**src/rtl/dram_tx_streamer.sv**
```systemverilog
// dram_tx_streamer: streams a RAM frame byte-wise to a UART transmitter.
// Define DRAM_TX_CHECKSUM_EN to append a modulo-256 checksum byte.
module dram_tx_streamer #(
  parameter int NUM_BYTES = 16384,
  parameter int RD_LAT    = 1
) (
  input  logic        clk,
  input  logic        rst_n,
  input  logic        start_n,
  output logic [15:0] ram_addr,
  input  logic [7:0]  ram_data,
  output logic [7:0]  tx_byte,
  output logic        tx_dv,
  input  logic        tx_done,
  input  logic        tx_active,
  output logic        busy,
  output logic        fin
);

  localparam logic [15:0] LAST_ADDR = 16'(NUM_BYTES - 1);
  localparam logic [1:0]  WAIT_INIT = 2'(RD_LAT - 1);

`ifdef DRAM_TX_CHECKSUM_EN
  typedef enum logic [2:0] {
    IDLE, RD_WAIT, SEND, TX_WAIT, NEXT, DONE, CSUM
  } state_t;
`else
  typedef enum logic [2:0] {
    IDLE, RD_WAIT, SEND, TX_WAIT, NEXT, DONE
  } state_t;
`endif

  state_t     state;
  logic [1:0] wait_cnt;
`ifdef DRAM_TX_CHECKSUM_EN
  logic [7:0] csum;
  logic       csum_phase;
`endif

  always_ff @(posedge clk or negedge rst_n) begin
    if (!rst_n) begin
      state    <= IDLE;
      ram_addr <= '0;
      tx_byte  <= '0;
      tx_dv    <= 1'b0;
      busy     <= 1'b0;
      fin      <= 1'b0;
      wait_cnt <= '0;
`ifdef DRAM_TX_CHECKSUM_EN
      csum       <= '0;
      csum_phase <= 1'b0;
`endif
    end else begin
      tx_dv <= 1'b0;
      unique case (state)
        IDLE: begin
          ram_addr <= '0;
          if (!start_n) begin
            state    <= RD_WAIT;
            busy     <= 1'b1;
            wait_cnt <= WAIT_INIT;
`ifdef DRAM_TX_CHECKSUM_EN
            csum       <= '0;
            csum_phase <= 1'b0;
`endif
          end
        end
        RD_WAIT: begin
          if (wait_cnt == 2'd0) begin
            tx_byte <= ram_data;
`ifdef DRAM_TX_CHECKSUM_EN
            csum    <= csum + ram_data;
`endif
            state   <= SEND;
          end else begin
            wait_cnt <= wait_cnt - 2'd1;
          end
        end
        SEND: begin
          if (!tx_active) begin
            tx_dv <= 1'b1;
            state <= TX_WAIT;
          end
        end
        TX_WAIT: begin
          if (tx_done) begin
`ifdef DRAM_TX_CHECKSUM_EN
            if (csum_phase) begin
              state <= DONE;
              busy  <= 1'b0;
              fin   <= 1'b1;
            end else begin
              state <= NEXT;
            end
`else
            state <= NEXT;
`endif
          end
        end
        NEXT: begin
          if (ram_addr == LAST_ADDR) begin
`ifdef DRAM_TX_CHECKSUM_EN
            state <= CSUM;
`else
            state <= DONE;
            busy  <= 1'b0;
            fin   <= 1'b1;
`endif
          end else begin
            ram_addr <= ram_addr + 16'd1;
            wait_cnt <= WAIT_INIT;
            state    <= RD_WAIT;
          end
        end
`ifdef DRAM_TX_CHECKSUM_EN
        CSUM: begin
          tx_byte    <= csum;
          csum_phase <= 1'b1;
          state      <= SEND;
        end
`endif
        DONE: begin
          // a start_n still held low must not start another frame
          if (start_n) begin
            state    <= IDLE;
            fin      <= 1'b0;
            ram_addr <= '0;
          end
        end
        default: state <= IDLE;
      endcase
    end
  end

endmodule

```
**config.mk**
```make
export PLATFORM = sky130hd
export DESIGN_NAME = dram_tx_streamer
export DESIGN_NICKNAME = d
export VERILOG_FILES = /design/src/rtl/dram_tx_streamer.sv
export SDC_FILE = /design/constraint.sdc
export NUM_CORES = 1
export LEC_CHECK = 0
export CORE_ASPECT_RATIO = 0.8
export CORE_UTILIZATION = 51
export CTS_BUF_LIST = sky130_fd_sc_hd__clkbuf_4 sky130_fd_sc_hd__clkbuf_8
export CTS_CLUSTER_DIAMETER = 120
export DETAILED_ROUTE_END_ITERATION = 10
export HOLD_SLACK_MARGIN = 0.03
export PLACE_DENSITY = 0.84
export RECOVER_POWER = 50
export SYNTH_ARGS = -nofsm -noshare
export SYNTH_HDL_FRONTEND = slang
export SYNTH_SLANG_ARGS = --single-unit
```
**constraint.sdc**
```tcl
create_clock -name clk -period 2 [get_ports clk]
set_input_delay 0.4 -clock clk [delete_from_list [all_inputs] [get_ports clk]]
set_output_delay 0.4 -clock clk [all_outputs]
set_load 0.01 [all_outputs]
```
==> impl_metrics.prom <==
# TYPE chip_impl_metric gauge
chip_impl_metric{name="cts-htree-levels",unit=""} 2
chip_impl_metric{name="min_cycle_time_layout",unit="ns"} 1.83
chip_impl_metric{name="multiInputGateArea",unit="um2"} 867
chip_impl_metric{name="timing.max_cap.violations",unit=""} 0
chip_impl_metric{name="grt_max_degree",unit=""} 33
chip_impl_metric{name="insertion_delay",unit="ns"} 0.28
chip_impl_info{name="most_common_cell_after_layout_fill_and_taps_aside",value="dfrtp_1"} 1
chip_impl_metric{name="worst_case_register_to_register_setup_slack",unit="ns"} 0.17
chip_impl_metric{name="cts.repair_timing.setup_buffer_count",unit=""} 0
chip_impl_metric{name="final-hold-violation-count",unit=""} 0
chip_impl_metric{name="finalNetCount",unit=""} 235
chip_impl_metric{name="clkTransAtPathRegs",unit="ns"} 0.07
chip_impl_metric{name="dieHeight",unit="um"} 54.1
chip_impl_metric{name="drtPass1Iterations",unit=""} 5
chip_impl_metric{name="final-seq-area",unit="um2"} 801
chip_impl_metric{name="worst-slew-pin-transition",unit="ns"} 0.811
chip_impl_metric{name="cts-root-to-sink-buffers",unit=""} 2
chip_impl_metric{name="route.detailed.vias_per_inst",unit=""} 6.20
chip_impl_metric{name="grt_first_pass_wirelength",unit="um"} 7200
chip_impl_info{name="crit_path_start_kind",value="register"} 1
chip_impl_info{name="synth_top_flop_cell",value="dfrtp_1"} 1
chip_impl_metric{name="core",unit="um2"} 3150
chip_impl_info{name="worst-setup-path-type",value="register to register"} 1
chip_impl_metric{name="syn-cell-area",unit="um2"} 1730
chip_impl_metric{name="ant_nets",unit=""} 0
chip_impl_metric{name="layout-drive-gt1-share",unit="%"} 17.6
chip_impl_metric{name="clock_sink_count",unit=""} 32
chip_impl_metric{name="cp.required",unit="ns"} 2.20
chip_impl_info{name="timing.critical_path.from",value="ram_addr[1]"} 1
chip_impl_metric{name="gr-total-overflow",unit=""} 0
chip_impl_info{name="layout.cells.most_common_list",value="dfrtp_1 (32), clkdlybuf4s50_1 (29), nand2_1 (14)"} 1
chip_impl_metric{name="n_fill_cell",unit=""} 236
chip_impl_metric{name="syn-instance-count",unit=""} 170
chip_impl_info{name="outcome",value="completed"} 1
chip_impl_metric{name="finalWirelength",unit="um"} 4390
chip_impl_metric{name="cts_resized",unit=""} 0
chip_impl_info{name="rsz0062_at_grt",value="false"} 1
chip_impl_metric{name="post_dp_hpwl",unit="um"} 3020
chip_impl_info{name="timing.critical_path.to_type",value="register"} 1
chip_impl_metric{name="area.growth.synth_to_final",unit="%"} 34.2
chip_impl_metric{name="residual_drc_count",unit=""} 0
chip_impl_metric{name="track_usage",unit="%"} 28.1
chip_impl_metric{name="io_pins",unit=""} 40
chip_impl_metric{name="critPathMaxStageDelay",unit="ns"} 0.43
chip_impl_metric{name="syn-mean-instance-area",unit="um2"} 10.2
chip_impl_info{name="reg2reg_from",value="ram_addr[1]"} 1
chip_impl_metric{name="cts-hold-fix-buffers",unit=""} 0
chip_impl_metric{name="via_count",unit=""} 1619
chip_impl_metric{name="total_power",unit="mW"} 2.74
chip_impl_metric{name="drtIter0Drc",unit=""} 152
chip_impl_metric{name="arrival",unit="ns"} 2.03
chip_impl_metric{name="antennaDiodeCount",unit=""} 0
chip_impl_metric{name="worst_clock_skew",unit="ns"} 0.00661
chip_impl_metric{name="synth.yosys.seq_area_share",unit="%"} 46.3
chip_impl_metric{name="vdd.ir_drop.worst",unit="mV"} 0.760
chip_impl_metric{name="worstPathMaxFanout",unit=""} 9
chip_impl_metric{name="postSynthNetCount",unit=""} 185
chip_impl_info{name="clock_tree.root_cell",value="clkbuf_8"} 1
chip_impl_metric{name="finalCritPeriodShare",unit="%"} 91.7
chip_impl_metric{name="cts-buffers-inserted",unit=""} 5
chip_impl_info{name="cts_tree",value="yes"} 1
chip_impl_metric{name="number_of_global_route_vias_before_repair",unit=""} 1571
chip_impl_metric{name="floorplan.initialDensity",unit="%"} 54.8
chip_impl_metric{name="rows",unit=""} 18
chip_impl_metric{name="post_synth_num_cell_types",unit=""} 48
chip_impl_metric{name="io_buffer_count",unit=""} 39
chip_impl_metric{name="p_leak",unit="nW"} 0.962
chip_impl_metric{name="setup-violations-final",unit=""} 0
chip_impl_metric{name="slew_violations",unit=""} 0
chip_impl_metric{name="die_outline_area",unit="um2"} 3630
chip_impl_metric{name="synth_seq_cells",unit=""} 32
chip_impl_info{name="min_from",value="tx_byte[2]"} 1
chip_impl_metric{name="die_width",unit="um"} 67.1
chip_impl_metric{name="grt_antenna_before_repair",unit=""} 0
chip_impl_metric{name="async_reset_ff_share",unit="%"} 100
chip_impl_metric{name="synth-warning-count",unit=""} 0
chip_impl_info{name="crit_path_cell_trace",value="ha_2 -> nand4_1 -> nor4_4 -> a21oi_2 -> buf_4 -> a31oi_1"} 1
chip_impl_metric{name="p_per_area",unit="nW/um2"} 1180
chip_impl_metric{name="synth-edff-count",unit=""} 0
chip_impl_metric{name="final.setup.tns",unit="ns"} 0
chip_impl_metric{name="timing.slew.headroom",unit="%"} 45.9
chip_impl_metric{name="wl_per_cell",unit="um"} 16.8
chip_impl_metric{name="routabilityCongestion",unit=""} 0.866
chip_impl_metric{name="fmax",unit="MHz"} 546
chip_impl_info{name="min_path_type",value="register to register"} 1
chip_impl_info{name="timing.critical_path.slowest_stage_cell",value="dfrtp_1"} 1
==> final cells by class <==
class                      instances  share of cell area (%)
multi-input combinational        124                    37.4
inverter                           5                   0.809
tap                               40                    2.16
clock buffer                       8                    4.21
sequential                        32                    34.5
timing repair buffer              52                    20.9
==> cell usage after synthesis (all sizes together), types with 3 or more instances <==
cell | number | share of area [%]
a211oi | 3 | 1.3
o21ai | 7 | 2.0
mux2 | 11 | 7.2
clkbuf | 5 | 1.2
nor2 | 9 | 2.0
nor3b | 3 | 1.6
inv | 5 | 1.1
buf | 4 | 1.4
nand2 | 14 | 3.0
and4 | 5 | 2.5
nor3 | 4 | 1.2
nand3 | 4 | 1.2
a21oi | 12 | 3.7
a21o | 3 | 1.3
a31oi | 10 | 3.6
nor2b | 3 | 1.1
dfrtp | 32 | 46
nand4 | 4 | 1.4
==> power by group <==
group,internal [mW],leakage [nW],switching [mW]
Sequential,0.834,0.413,0.139
Combinational,0.629,0.497,0.595
Clock,0.308,0.0523,0.233
Total,1.77,0.962,0.968
==> cell families (layout without fill, tap and decap cells) <==
logic type,after synthesis,in the layout,synth area share [%]
AND/OR/NAND/NOR,59,59,20.9
AO/OA/AOI/OAI,49,49,18.8
flip-flops,32,32,46.3
buffers and inverters,14,65,3.69
multiplexers,13,13,8.32
adder cells (fa/ha/maj),2,2,1.45
XOR/XNOR,1,1,0.507
==> registers in the layout, summed over array words and instances, names as in the netlist <==
| signal | cells |
|---|---|
| ram_addr | 16 |
| tx_byte | 8 |
| state | 3 |
| wait_cnt | 2 |
| busy | 1 |
| fin | 1 |
| tx_dv | 1 |
==> worst max-delay path: cells and delay by family (launching register included) <==
| kind | cells | cell delay [ns] |
|---|---|---|
| AOI/OAI and AO/OA | 2 | 0.29 |
| adders and majority gates | 1 | 0.25 |
| buffers and inverters | 1 | 0.18 |
| DFF | 1 | 0.43 |
| and+or+nand+nor | 2 | 0.61 |
==> routing by layer <==
metal  share of wire, %  vias up  global-route usage [%]  wire length (um)
met1                 42      777                    34.2              1840
met2                 48       90                    47.2              2110
met5                  0        -                       0                 0
met4                1.4        0                    7.80                62
met3                8.6       10                    10.2               376
li1                   -      742                       -                 -
==> final timing paths <==
check	end	cells past startpoint
hold / removal	tx_byte[2]	1
min in group asynchronous	state[1]	2
max in group asynchronous	wait_cnt[1]	2
setup / recovery	ram_addr[7]	6
hold reg to reg	tx_byte[2]	1
setup reg to reg	ram_addr[7]	6
==> through the flow <==
step	hold slack (ns)	std cells	setup WS, ns	util, %	instance area [um2]
2_1_floorplan	0.104	170	0.0891	-	1730
3_3_place_gp	0.488	253	0.128	70.5	2220
3_5_place_dp	0.496	253	0.0732	70.5	2220
4_1_cts	0.521	261	0.108	73.6	2320
5_1_grt	0.520	261	0.0210	73.6	2320
6_report	0.512	261	0.167	73.6	2320
No activity file was read; power rests on OpenSTA's default activity.
